[src/rtl/cascade_comp_ctrl_pkg.sv]
// Shared types for the nibble-serial magnitude comparator: FSM states, nibble result
// encoding and the helpers that size the nibble sequencer.
package comp_pkg;

  typedef enum logic [1:0] {
    StIdle,
    StScan,
    StDone
  } state_e;

  typedef enum logic [1:0] {
    NibEq = 2'b00,
    NibLs = 2'b01,
    NibGt = 2'b10
  } nib_res_e;

  function automatic int unsigned nibbles(input int unsigned width);
    return width / 4;
  endfunction

  // idx needs at least one bit even for a single-nibble operand.
  function automatic int unsigned idx_width(input int unsigned n);
    return (n > 1) ? $clog2(n) : 1;
  endfunction

endpackage

[src/rtl/cascade_comp_ctrl_if.sv]
// Start/busy/done handshake and result flags of cascade_comp_ctrl.
// master drives the operands, slave is the controller.
interface cascade_comp_ctrl_if #(
  parameter int unsigned WIDTH = 16
);
  logic             start;
  logic [WIDTH-1:0] a;
  logic [WIDTH-1:0] b;
  logic             busy;
  logic             done;
  logic             a_eq_b;
  logic             a_ls_b;
  logic             a_gt_b;

  modport master (
    output start, a, b,
    input  busy, done, a_eq_b, a_ls_b, a_gt_b
  );

  modport slave (
    input  start, a, b,
    output busy, done, a_eq_b, a_ls_b, a_gt_b
  );
endinterface

[src/rtl/cascade_comp_ctrl_nibble_comp.sv]
// Combinational 4-bit unsigned magnitude comparator returning the comp_pkg encoding.
module nibble_comp
  import comp_pkg::*;
(
  input  logic [3:0] a_i,
  input  logic [3:0] b_i,
  output nib_res_e   res_o
);

  always_comb begin
    res_o = NibEq;
    if (a_i > b_i) begin
      res_o = NibGt;
    end else if (a_i < b_i) begin
      res_o = NibLs;
    end
  end

endmodule

[src/rtl/cascade_comp_ctrl.sv]
// Nibble-serial WIDTH-bit unsigned comparator, MSB nibble first, one shared 4-bit stage.
// Define CASCADE_COMP_EARLY_EXIT_EN to stop scanning at the first unequal nibble.
module cascade_comp_ctrl
  import comp_pkg::*;
#(
  parameter int unsigned WIDTH = 16
) (
  input logic               clk_i,
  input logic               rst_i,
  cascade_comp_ctrl_if.slave bus
);

  localparam int unsigned NIBBLES = nibbles(WIDTH);
  localparam int unsigned IdxW    = idx_width(NIBBLES);

  state_e           state_q, state_d;
  logic [IdxW-1:0]  idx_q, idx_d;
  logic [WIDTH-1:0] a_q, a_d;
  logic [WIDTH-1:0] b_q, b_d;
  nib_res_e         dec_q, dec_d;
  logic             eq_q, eq_d;
  logic             ls_q, ls_d;
  logic             gt_q, gt_d;

  logic [WIDTH-1:0] a_sh, b_sh;
  nib_res_e         cmp_res;
  nib_res_e         res_now;
  logic             last;

  assign a_sh = a_q >> {idx_q, 2'b00};
  assign b_sh = b_q >> {idx_q, 2'b00};

  nibble_comp u_nibble_comp (
    .a_i   (a_sh[3:0]),
    .b_i   (b_sh[3:0]),
    .res_o (cmp_res)
  );

  // A decided result is sticky; lower nibbles cannot override it.
  assign res_now = (dec_q != NibEq) ? dec_q : cmp_res;

`ifdef CASCADE_COMP_EARLY_EXIT_EN
  assign last = (idx_q == '0) || (res_now != NibEq);
`else
  assign last = (idx_q == '0);
`endif

  always_comb begin
    state_d = state_q;
    idx_d   = idx_q;
    a_d     = a_q;
    b_d     = b_q;
    dec_d   = dec_q;
    eq_d    = eq_q;
    ls_d    = ls_q;
    gt_d    = gt_q;
    unique case (state_q)
      StIdle, StDone: begin
        if (bus.start) begin
          state_d = StScan;
          a_d     = bus.a;
          b_d     = bus.b;
          idx_d   = IdxW'(NIBBLES - 1);
          dec_d   = NibEq;
          eq_d    = 1'b0;
          ls_d    = 1'b0;
          gt_d    = 1'b0;
        end else begin
          state_d = StIdle;
        end
      end
      StScan: begin
        dec_d = res_now;
        if (last) begin
          state_d = StDone;
          eq_d    = (res_now == NibEq);
          ls_d    = (res_now == NibLs);
          gt_d    = (res_now == NibGt);
        end else begin
          idx_d = idx_q - 1'b1;
        end
      end
      default: state_d = StIdle;
    endcase
  end

  always_ff @(posedge clk_i or posedge rst_i) begin
    if (rst_i) begin
      state_q <= StIdle;
      idx_q   <= '0;
      a_q     <= '0;
      b_q     <= '0;
      dec_q   <= NibEq;
      eq_q    <= 1'b0;
      ls_q    <= 1'b0;
      gt_q    <= 1'b0;
    end else begin
      state_q <= state_d;
      idx_q   <= idx_d;
      a_q     <= a_d;
      b_q     <= b_d;
      dec_q   <= dec_d;
      eq_q    <= eq_d;
      ls_q    <= ls_d;
      gt_q    <= gt_d;
    end
  end

  assign bus.busy   = (state_q == StScan);
  assign bus.done   = (state_q == StDone);
  assign bus.a_eq_b = eq_q;
  assign bus.a_ls_b = ls_q;
  assign bus.a_gt_b = gt_q;

endmodule

[src/flat_wrapper.sv]
// flat-port wrapper written by rule: the top's interface ports become plain ports
module cascade_comp_ctrl_flat import comp_pkg::*;
#(
  parameter int unsigned WIDTH = 16
)
  (clk_i, rst_i, bus_start, bus_a, bus_b, bus_busy, bus_done, bus_a_eq_b, bus_a_ls_b, bus_a_gt_b);
  cascade_comp_ctrl_if #(.WIDTH(WIDTH)) bus_i ();
  input logic clk_i;
  input logic rst_i;
  input wire logic [$bits(bus_i.start)-1:0] bus_start;
  input wire logic [$bits(bus_i.a)-1:0] bus_a;
  input wire logic [$bits(bus_i.b)-1:0] bus_b;
  output wire logic [$bits(bus_i.busy)-1:0] bus_busy;
  output wire logic [$bits(bus_i.done)-1:0] bus_done;
  output wire logic [$bits(bus_i.a_eq_b)-1:0] bus_a_eq_b;
  output wire logic [$bits(bus_i.a_ls_b)-1:0] bus_a_ls_b;
  output wire logic [$bits(bus_i.a_gt_b)-1:0] bus_a_gt_b;
  assign bus_i.start = bus_start;
  assign bus_i.a = bus_a;
  assign bus_i.b = bus_b;
  assign bus_busy = bus_i.busy;
  assign bus_done = bus_i.done;
  assign bus_a_eq_b = bus_i.a_eq_b;
  assign bus_a_ls_b = bus_i.a_ls_b;
  assign bus_a_gt_b = bus_i.a_gt_b;
  cascade_comp_ctrl #(.WIDTH(WIDTH)) u_core (.clk_i(clk_i), .rst_i(rst_i), .bus(bus_i));
endmodule
[config.mk]
export PLATFORM = sky130hd
export DESIGN_NAME = cascade_comp_ctrl_flat
export DESIGN_NICKNAME = d
export VERILOG_FILES = /design/src/rtl/cascade_comp_ctrl_pkg.sv /design/src/rtl/cascade_comp_ctrl_if.sv /design/src/rtl/cascade_comp_ctrl_nibble_comp.sv /design/src/rtl/cascade_comp_ctrl.sv /design/src/flat_wrapper.sv
export SDC_FILE = /design/constraint.sdc
export NUM_CORES = 1
export LEC_CHECK = 0
export ABC_AREA = 1
export ABC_CLOCK_PERIOD_IN_PS = 3200
export BUFFER_PORTS_ARGS = -buffer_cell sky130_fd_sc_hd__buf_4
export CAP_MARGIN = 20
export CORE_MARGIN = 5
export CORE_UTILIZATION = 55
export CTS_BUF_LIST = sky130_fd_sc_hd__clkbuf_4 sky130_fd_sc_hd__clkbuf_8
export CTS_CLUSTER_DIAMETER = 200
export DETAILED_ROUTE_END_ITERATION = 16
export GPL_TIMING_DRIVEN = 0
export PLACE_DENSITY = 0.84
export SYNTH_ARGS = -nofsm -noshare
export SYNTH_HDL_FRONTEND = slang
export SYNTH_HIERARCHICAL = 1
export SYNTH_SLANG_ARGS = --single-unit
[constraint.sdc]
create_clock -name clk_i -period 3.2 [get_ports clk_i]
set_clock_uncertainty 0.15 [all_clocks]
set_input_delay 0 -clock clk_i [delete_from_list [all_inputs] [get_ports clk_i]]
set_output_delay 0 -clock clk_i [all_outputs]
set_load 0.01 [all_outputs]
==> results of run 1 <==
cells in the mapped netlist:
cell type / n / share of area (%)
nand3_1: 5 / 1.3
nand2_1: 103 / 20
nand2_2: 1 / 0.32
o21ai_1: 7 / 1.8
inv_1: 23 / 4.4
inv_2: 2 / 0.38
a21oi_1: 11 / 2.8
ha_1: 5 / 3.2
buf_4: 1 / 0.38
o22ai_1: 3 / 0.95
and2_1: 1 / 0.32
o21ai_0: 23 / 5.9
nor2_1: 16 / 3.1
dfrtp_1: 41 / 52
buf_2: 9 / 2.3
buf_6: 1 / 0.57
nor2_4: 1 / 0.57
layer usage:
layer	vias up	track usage, %	part of all wire, %
met3	20	4.783	6.3
met2	67	42.92	52
met1	881	26.14	38
met4	0	13.19	3.3
li1	963	-	-
met5	-	0	0
flip-flops by register name, indices dropped and copies added (netlist names):
register           flops
u_core/bus.a_gt_b      1
u_core/bus.a_eq_b      1
u_core/dec_q           2
u_core/idx_q           2
u_core/b_q            16
u_core/state_q         2
u_core/bus.a_ls_b      1
u_core/a_q            16
critical path, delay by kind of cell, from the launching register on:
| family | cells | cell delay (ns) |
|---|---|---|
| DFF | 1 | 0.42 |
| adders and majority gates | 1 | 0.28 |
| AOI/OAI and AO/OA | 6 | 0.99 |
| buffers and inverters | 3 | 0.44 |
| and+or+nand+nor | 1 | 0.10 |
cell type report:
| type | instances | area (sq um) |
|---|---|---|
| clock inverter | 1 | 5.005 |
| multi-input combinational | 176 | 782.0 |
| clock buffer | 7 | 65.06 |
| tap | 46 | 57.56 |
| fill | 191 | 563.0 |
| timing repair buffer | 83 | 733.2 |
| sequential | 41 | 1026 |
| inverter | 25 | 93.84 |
| buffer | 11 | 63.81 |
final timing paths:
kind	endpoint	slack (ns)	depth (start not counted)
worst max register to register	u_core/bus.a_ls_b$_DFFE_PP0P_	0.75	11
max in group asynchronous	u_core/a_q[15]$_DFFE_PP0P_	2.18	3
worst min register to register	u_core/a_q[13]$_DFFE_PP0P_	0.35	2
worst max-delay path	u_core/bus.a_ls_b$_DFFE_PP0P_	0.75	11
min in group clk_i	u_core/a_q[5]$_DFFE_PP0P_	0.21	4
worst min-delay path	u_core/b_q[9]$_DFFE_PP0P_	0.20	3
through the flow:
step           hold slack (ns)  setup slack, ns
2_1_floorplan         -0.04038            1.159
4_1_cts                 0.2010           0.7977
5_1_grt                 0.2241           0.5020
3_3_place_gp           0.04375           0.9535
3_5_place_dp           0.04735           0.8515
6_report                0.1974           0.7452
layout by cell type (no fill, tap or decap), types with 2 or more instances in the layout:
cell           netlist  routed
nand2_1            103     103
dlygate4sd3_1        0      44
dfrtp_1             41      41
buf_4                1      40
o21ai_0             23      23
inv_1               23      22
nor2_1              16      16
a21oi_1             11      11
buf_2                9       9
o21ai_1              7       7
clkbuf_4             0       5
nand3_1              5       5
ha_1                 5       5
inv_2                2       3
o22ai_1              3       3
clkbuf_8             0       2
cell families (layout without fill, tap and decap cells):
kind of cell / Yosys count / after routing
buf+inv: 36 / 127
simple gates: 127 / 127
compound gates: 44 / 44
flops: 41 / 41
fa+ha+maj: 5 / 5
what timing repair did:
item,4_1_cts,5_1_grt
hold endpoints to repair,74,0
buffers inserted,0,0
hold buffers,44,0
power breakdown:
| group | total [W] | switching (W) | leakage (nW) | internal (W) |
|---|---|---|---|---|
| clock | 0.000298 | 0.000171 | 0.0413 | 0.000127 |
| combinational | 0.00129 | 0.000746 | 0.974 | 0.000547 |
| sequential | 0.000881 | 0.000131 | 0.504 | 0.000750 |
| total | 0.00247 | 0.00105 | 1.52 | 0.00142 |
==> results by group, run 1 <==
Status
  – Status: completed

Clock network
  – H-tree Lvls: 2
  – Total clock sinks: 41
  – Root Buffer: clkbuf_4
  – CTS Buffer Depth: 2
  – Clk slew on worst S/H paths: 0.12 ns
  – CTS resizes: 0
  – Clock latency on the worst-skew pair: 0.37 ns
  – CTS tree: yes
  – CTS buffer count: 5

Global route
  – Vias in the first global route: 2120
  – Initial antenna violation count: 0
  – Largest net degree at the start of global routing: 42
  – First-pass GRT wire length: 9.211 mm
  – Total GRT Usage: 23.95%
  – Remaining Overflow, GRT: 0

Cells and area
  – Fin nets: 383
  – Final Instance Area: 2826 sq um
  – Diode count: 0
  – Post-layout util: 83.39%
  – Number of non-filler instances in the completed layout: 390
  – Share of cells above drive strength 1: 18.31%
  – Area Overhead vs Synth: 43.79%

Routing
  – DRT iter0 DRCs: 133
  – Via Count: 1931
  – Mean number of vias per cell: 4.951
  – Initial DRT Pass Iterations: 4
  – Post-route ant nets: 0
  – DR WL/cell: 13.76 microns
  – Final WL: 5.368 mm
  – # DRC: 0

Synthesis
  – Flops & latches, synth: 41
  – Compound-gate portion of the synthesized area: 11.39%
  – Synth cell types: 17
  – Netlist Area Pre-Place: 1966 sq um
  – Syn Inst Count: 253
  – Syn Nets: 293
  – Post-synthesis adder-cell area fraction: 3.183%
  – Post-synthesis xor/xnor area fraction: 0%
  – Warnings from Yosys: 6
  – Main combinational cell family by area after synthesis: simple AND/OR/NAND/NOR gates
  – Mux share of post-synthesis cell area: 0%
  – Synth Area in Simple Gates: 25.21%
  – Post-synthesis sequential area ratio: 52.20%
  – Syn Area/Cell: 7.769 sq um

Flow run
  – MaxCap Viol Count: 0

Worst setup path
  – Critical Path Start: u_core/idx_q[0]$_DFFE_PP0P_
  – Worst Path Arrival: 2.59 ns
  – CP required: 3.33 ns
  – Reg-to-reg critical path startpoint: u_core/idx_q[0]$_DFFE_PP0P_
  – Max incr delay on CP: 0.42 ns
  – Slowest CP cell: dfrtp_1
  – Setup Crit Path Kind: flip-flop to flip-flop
  – Crit path cell chain: inv_1, buf_2, o21ai_0, o21ai_0, inv_1, ha_1, a21oi_1, a21oi_1, a21oi_1, nand2_1, o21ai_0
  – Crit. End Element: flip-flop
  – Max FO, Critical Path: 10
  – Worst Setup Start Kind: flip-flop

Power
  – Overall power: 0.002472 W
  – Worst VDD drop: 504.6 uV
  – P_leak: 1.519 nW
  – P per Cell Area: 874.6 nW/um^2

Floorplanning
  – Initial Util: 57.99%
  – DIE AREA: 4869 sq um
  – Core area: 3390 sq um
  – Die W: 69.78 microns
  – Die height: 69.78 microns
  – Num rows: 21
  – Top Ports: 40

Placed design
  – I/O Buffers: 39
  – Placed cell area: 2316 sq um
  – Cells after DPL: 338
  – Routability cong.: 0.7873
  – DP HPWL: 3.175 mm

STA
  – Minimum clock period: 2.455 ns
  – RSZ-0062 raised after global routing: no
  – Setup-failing EPs final: 0
  – FMAX: 0.4074 GHz
  – Worst-Margin Slew: 0.8229 ns
  – Final hold viol count: 0
  – Pins Over Slew Limit: 0
  – Slew margin rel.: 45.06%
  – Fin crit share: 76.71%
  – TNS Setup: 0 ns

Min path
  – Hold crit path type: input pin to asynchronous set/reset pin
No activity file was read; power rests on OpenSTA's default activity.
==> run 2: changes to the inputs <==
--- a/config.mk
+++ b/config.mk
@@ -6,7 +6,7 @@
 export NUM_CORES = 1
 export LEC_CHECK = 0
 export ABC_AREA = 1
-export ABC_CLOCK_PERIOD_IN_PS = 3200
+export ABC_CLOCK_PERIOD_IN_PS = 2500
 export BUFFER_PORTS_ARGS = -buffer_cell sky130_fd_sc_hd__buf_4
 export CAP_MARGIN = 20
 export CORE_MARGIN = 5
==> constraint.sdc (replaced) <==
create_clock -name clk_i -period 2.5 [get_ports clk_i]
set_clock_uncertainty 0.15 [all_clocks]
set_input_delay 0 -clock clk_i [delete_from_list [all_inputs] [get_ports clk_i]]
set_output_delay 0 -clock clk_i [all_outputs]
set_load 0.01 [all_outputs]
==> run 2 against run 1 <==
  * Combinational power rose by 36%
  * Design area rose by 1.2%
  * First-iteration DRC count fell by 17%
  * Sequential power rose by 27%
  * Critical path depth rose by 2
  * Utilization rose by 0.96 points
  * Critical path type unchanged
==> results by group, run 2 (synthesized netlist as in run 1, its figures left out) <==
Routing
  – Mean number of vias per cell: 4.992
  – DR WL/cell: 13.78 microns
  – Via Count: 1957
  – DRT iter0 DRCs: 111
  – Final WL: 5.403 mm
  – # DRC: 0
  – Post-route ant nets: 0
  – Initial DRT Pass Iterations: 4

Cells and area
  – Commonest non-fill, non-tap cells in the layout: nand2_1, dlygate4sd3_1, buf_4, dfrtp_1, o21ai_0
  – Biggest registers after layout: u_core/a_q (16), u_core/b_q (16)
  – Share of cells above drive strength 1: 20.52%
  – Post-layout util: 84.35%
  – Fin nets: 385
  – # fillers: 185
  – Commonest non-fill, non-tap cell in the layout: nand2_1
  – Area Overhead vs Synth: 45.45%
  – Area used by multi-input combinational logic: 797.0 sq um
  – Register area: 1026 sq um
  – Diode count: 0
  – Number of non-filler instances in the completed layout: 392

Floorplanning
  – Initial Util: 57.99%
  – Die height: 69.78 microns
  – Die W: 69.78 microns
  – Num rows: 21
  – Core area: 3390 sq um
  – Top Ports: 40
  – DIE AREA: 4869 sq um

Global route
  – Total GRT Usage: 23.95%
  – Vias in the first global route: 2120
  – Largest net degree at the start of global routing: 42
  – Remaining Overflow, GRT: 0
  – First-pass GRT wire length: 9.211 mm
  – Initial antenna violation count: 0

Power
  – Overall power: 0.003266 W
  – Worst VDD drop: 646.8 uV
  – P_leak: 1.527 nW
  – P per Cell Area: 1142 nW/um^2

Placed design
  – Cells after DPL: 338
  – DP HPWL: 3.175 mm
  – Routability cong.: 0.7873
  – I/O Buffers: 39

Worst setup path
  – Most used cell, CP: nand2_1
  – CP required: 2.65 ns
  – Max FO, Critical Path: 10
  – Max incr delay on CP: 0.41 ns
  – Crit path cell chain: inv_2, clkbuf_4, o21ai_0, o21ai_0, ha_1, nand2_1, nand2_1, nand2_1, and2_1, nand2_1, nand2_1, nand2_1, o21ai_1
  – Register-to-Register Path Depth: 13
  – Worst Setup Start Kind: flip-flop
  – Reg-to-reg critical path startpoint: u_core/idx_q[0]$_DFFE_PP0P_
  – Slowest CP cell: dfrtp_1
  – Setup Crit Path Kind: flip-flop to flip-flop
  – RR Endpoint: u_core/bus.a_ls_b$_DFFE_PP0P_
  – R2R Setup Slk: 0.18 ns
  – Crit. End Element: flip-flop
  – Worst Path Arrival: 2.46 ns

STA
  – Fin crit share: 92.61%
  – Pins Over Slew Limit: 0
  – Final hold viol count: 0
  – Setup-failing EPs final: 0
  – TNS Setup: 0 ns
  – RSZ-0062 raised after global routing: no
  – FMAX: 0.4319 GHz
  – Worst-Margin Slew: 0.8343 ns
  – Minimum clock period: 2.315 ns
  – Slew margin rel.: 44.30%

Clock network
  – Clock latency on the worst-skew pair: 0.37 ns
  – CTS Buffer Depth: 2
  – H-tree Lvls: 2
  – Root Buffer: clkbuf_4
  – CTS buffer count: 5
  – CTS tree: yes
  – Clk slew on worst S/H paths: 0.12 ns
  – Total clock sinks: 41

Min path
  – Hold path startpoint: bus_a[5]
  – Endpoint, Worst Hold: u_core/a_q[5]$_DFFE_PP0P_
  – Hold crit path type: input pin to flip-flop
  – Cell depth of the worst hold path: 4

Flow run
  – MaxCap Viol Count: 0

Status
  – Status: completed
run 2: power breakdown:
group / switching [W] / internal, W / total (W) / leakage [nW]
Sequential: 0.000164 / 0.000960 / 0.00112 / 0.504
Combinational: 0.00101 / 0.000752 / 0.00176 / 0.981
Clock: 0.000219 / 0.000163 / 0.000382 / 0.0413
Total: 0.00139 / 0.00187 / 0.00327 / 1.53
run 2: metal layers:
metal  GRT usage, %  routed length, microns
met1          26.14                    2045
met2          42.92                    2810
met3          4.783                     348
met4          13.19                     199
met5              0                       0
run 2: worst max-delay path by stage:
stage / slack, ns / to / depth (start not counted) / from
2_1_floorplan: 0.46 / u_core/bus.a_gt_b$_DFFE_PP0P_ / 13 / u_core/idx_q[0]$_DFFE_PP0P_
3_3_place_gp: 0.25 / u_core/bus.a_gt_b$_DFFE_PP0P_ / 13 / u_core/idx_q[0]$_DFFE_PP0P_
3_5_place_dp: 0.15 / u_core/bus.a_ls_b$_DFFE_PP0P_ / 11 / u_core/idx_q[0]$_DFFE_PP0P_
4_1_cts: 0.1 / u_core/bus.a_ls_b$_DFFE_PP0P_ / 11 / u_core/idx_q[0]$_DFFE_PP0P_
5_1_grt: 0.03 / u_core/bus.a_gt_b$_DFFE_PP0P_ / 14 / u_core/idx_q[0]$_DFFE_PP0P_
6_report: 0.18 / u_core/bus.a_ls_b$_DFFE_PP0P_ / 13 / u_core/idx_q[0]$_DFFE_PP0P_
run 2: worst max-delay path, delay by kind of cell (launching register included):
family,cells,cell delay [ns]
compound gates,3,0.49
fa+ha+maj,1,0.30
buf+inv,2,0.31
flops,1,0.41
simple gates,7,0.58
run 2: what timing repair did:
| item | CTS | global route |
|---|---|---|
| resized for setup | 0 | 9 |
| hold buffers | 44 | 0 |
| endpoints found under the hold margin | 74 | 0 |
| setup endpoints to repair | 0 | 5 |
| setup buffers | 0 | 2 |
run 2: final cells by class:
type / instances / share of cell area [%]
sequential: 41 / 35.89
multi-input combinational: 176 / 27.88
inverter: 25 / 3.282
clock inverter: 1 / 0.1751
tap: 46 / 2.013
timing repair buffer: 85 / 26.17
clock buffer: 7 / 2.276
buffer: 11 / 2.319
run 2: per-stage QoR:
stage,cell area [sq um],hold WS [ns],setup slack (ns)
global route,2859,0.2241,0.02830
global placement,2316,0.04375,0.2535
CTS,2826,0.2010,0.09768
finish,2859,0.2037,0.1846
floorplan,1966,-0.04038,0.4592
detailed placement,2316,0.04735,0.1515
==> run 3: changes to the inputs <==
--- a/config.mk
+++ b/config.mk
@@ -16,6 +16,7 @@
 export DETAILED_ROUTE_END_ITERATION = 16
 export GPL_TIMING_DRIVEN = 0
 export PLACE_DENSITY = 0.84
+export RECOVER_POWER = 100
 export SYNTH_ARGS = -nofsm -noshare
 export SYNTH_HDL_FRONTEND = slang
 export SYNTH_HIERARCHICAL = 1
==> run 3 against run 2 <==
  * The run now ends with capacitance limit left
  * Critical path depth unchanged
  * Hold slack better by 0.0014 ns
  * Cell count unchanged
  * Clock power about the same
  * Power down 1.4%
  * Non-clock buffer count unchanged
  * Highest routed layer unchanged
==> results by group, run 3 (synthesized netlist as in run 1, its figures left out) <==
Status
  – Status: complete, but fails checks
  – Failing checks: capacitance limit

STA
  – Minimum clock period: 2.306 ns
  – Worst-Margin Slew: 1.484 ns
  – Slew margin rel.: 0.9679%
  – RSZ-0062 raised after global routing: no
  – Hold slack final: 0.2051 ns
  – TNS Setup: 0 ns
  – Pins Over Slew Limit: 0
  – Final hold viol count: 0
  – Setup-failing EPs final: 0
  – FMAX: 0.4336 GHz
  – Fin crit share: 92.25%

Worst setup path
  – R2R Setup Slk: 0.19 ns
  – Slowest CP cell: dfrtp_1
  – Buf/Inv on CP: 2
  – Crit path cell chain: inv_2, clkbuf_4, o21ai_0, o21ai_0, ha_1, nand2_1, nand2_1, nand2_1, and2_1, nand2_1, nand2_1, nand2_1, o21ai_1
  – Most used cell, CP: nand2_1
  – Worst Setup Start Kind: flip-flop
  – Max FO, Critical Path: 10
  – CP required: 2.65 ns
  – Max incr delay on CP: 0.41 ns
  – Crit. End Element: flip-flop
  – Worst Path Arrival: 2.45 ns
  – Setup Crit Path Kind: flip-flop to flip-flop
  – Largest delay share family, worst path: simple AND/OR/NAND/NOR gates

Clock network
  – Clock latency on the worst-skew pair: 0.36 ns
  – CTS tree: yes
  – Clk slew on worst S/H paths: 0.12 ns
  – H-tree Lvls: 2
  – Root Buffer: clkbuf_4
  – CTS Buffer Depth: 2
  – CTS buffer count: 5
  – Total clock sinks: 41

Cells and area
  – Area used by multi-input combinational logic: 794.5 sq um
  – Register area: 1026 sq um
  – Commonest non-fill, non-tap cell in the layout: nand2_1
  – Diode count: 0
  – Fin nets: 385
  – Final Instance Area: 2826 sq um
  – Area Overhead vs Synth: 43.79%
  – Share of cells above drive strength 1: 16.76%
  – Commonest non-fill, non-tap cells in the layout: nand2_1, dlygate4sd3_1, dfrtp_1, buf_4, o21ai_0
  – # fillers: 189
  – Biggest registers after layout: u_core/a_q (16), u_core/b_q (16)

Floorplanning
  – DIE AREA: 4869 sq um
  – Core area: 3390 sq um
  – Num rows: 21
  – Die height: 69.78 microns
  – Top Ports: 40
  – Die W: 69.78 microns
  – Initial Util: 57.99%

Routing
  – # DRC: 0
  – Post-route ant nets: 0
  – Mean number of vias per cell: 5.005
  – Via Count: 1962
  – Final WL: 5.387 mm
  – DRT iter0 DRCs: 109
  – DR WL/cell: 13.74 microns
  – Initial DRT Pass Iterations: 4

Power
  – Overall power: 0.003220 W
  – P per Cell Area: 1139 nW/um^2
  – P_leak: 1.489 nW
  – Worst VDD drop: 636.6 uV

Global route
  – Vias in the first global route: 2120
  – Remaining Overflow, GRT: 0
  – First-pass GRT wire length: 9.211 mm
  – Initial antenna violation count: 0
  – Total GRT Usage: 23.95%
  – Largest net degree at the start of global routing: 42

Min path
  – Hold crit path type: input pin to flip-flop

Placed design
  – I/O Buffers: 39
  – DP HPWL: 3.175 mm
  – Placed cell area: 2316 sq um
  – Routability cong.: 0.7873

Flow run
  – MaxCap Viol Count: 1
-- run 3: cell count changes in the layout (fill, tap and decap cells not counted), sizes merged --
cell and change:
clkbuf +10, buf -10, inv -1, clkinv +1
-- run 3: path summary, 6_finish.rpt --
path	start	end	cells after the start
setup / recovery	u_core/idx_q[0]$_DFFE_PP0P_	u_core/bus.a_ls_b$_DFFE_PP0P_	13
hold / removal	bus_b[8]	u_core/b_q[8]$_DFFE_PP0P_	4
setup reg to reg	u_core/idx_q[0]$_DFFE_PP0P_	u_core/bus.a_ls_b$_DFFE_PP0P_	13
hold reg to reg	u_core/b_q[8]$_DFFE_PP0P_	u_core/b_q[8]$_DFFE_PP0P_	2
max in group asynchronous	rst_i	u_core/a_q[3]$_DFFE_PP0P_	3
min in group asynchronous	rst_i	u_core/b_q[9]$_DFFE_PP0P_	3
-- run 3: layout make-up --
| cell class | count | share of cell area, % |
|---|---|---|
| Sequential cell | 41 | 36.30 |
| Multi-Input combinational cell | 176 | 28.11 |
| Inverter | 25 | 3.320 |
| Clock buffer | 7 | 2.302 |
| Timing Repair Buffer | 85 | 25.81 |
| Buffer | 11 | 1.948 |
| Clock inverter | 1 | 0.1771 |
| Tap cell | 46 | 2.036 |
-- run 3: through the flow --
| stage | setup slack, ns | std cells | utilization [%] |
|---|---|---|---|
| 2_1_floorplan | 0.4592 | 253 | - |
| 3_3_place_gp | 0.2535 | 338 | 68.33 |
| 3_5_place_dp | 0.1515 | 338 | 68.33 |
| 4_1_cts | 0.09768 | 390 | 83.39 |
| 5_1_grt | 0.006125 | 392 | 83.39 |
| 6_report | 0.1937 | 392 | 83.39 |
-- run 3: repair_timing --
item	CTS	global route
hold buffers	44	0
resized for setup	0	9
setup buffers	0	2
endpoints found under the setup margin	0	5
hold endpoints to repair	74	0
-- run 3: where the power goes --
part | switching, W | internal, W | leakage (nW)
logic | 0.00100 | 0.000717 | 0.944
clock network | 0.000217 | 0.000163 | 0.0413
registers | 0.000162 | 0.000960 | 0.504
-- run 3: routing by layer --
layer,global-route usage [%],vias up,routed length (microns)
met1,26.14,895,2015
met5,0,-,0
li1,-,967,-
met2,42.92,76,2784
met3,4.783,24,378
met4,13.19,0,209
-- run 3: tightest hold or removal path: stages --
cell and delay, ns:
dlygate4sd3_1 0.52, buf_4 0.09, nand2_1 0.04, nand2_1 0.04
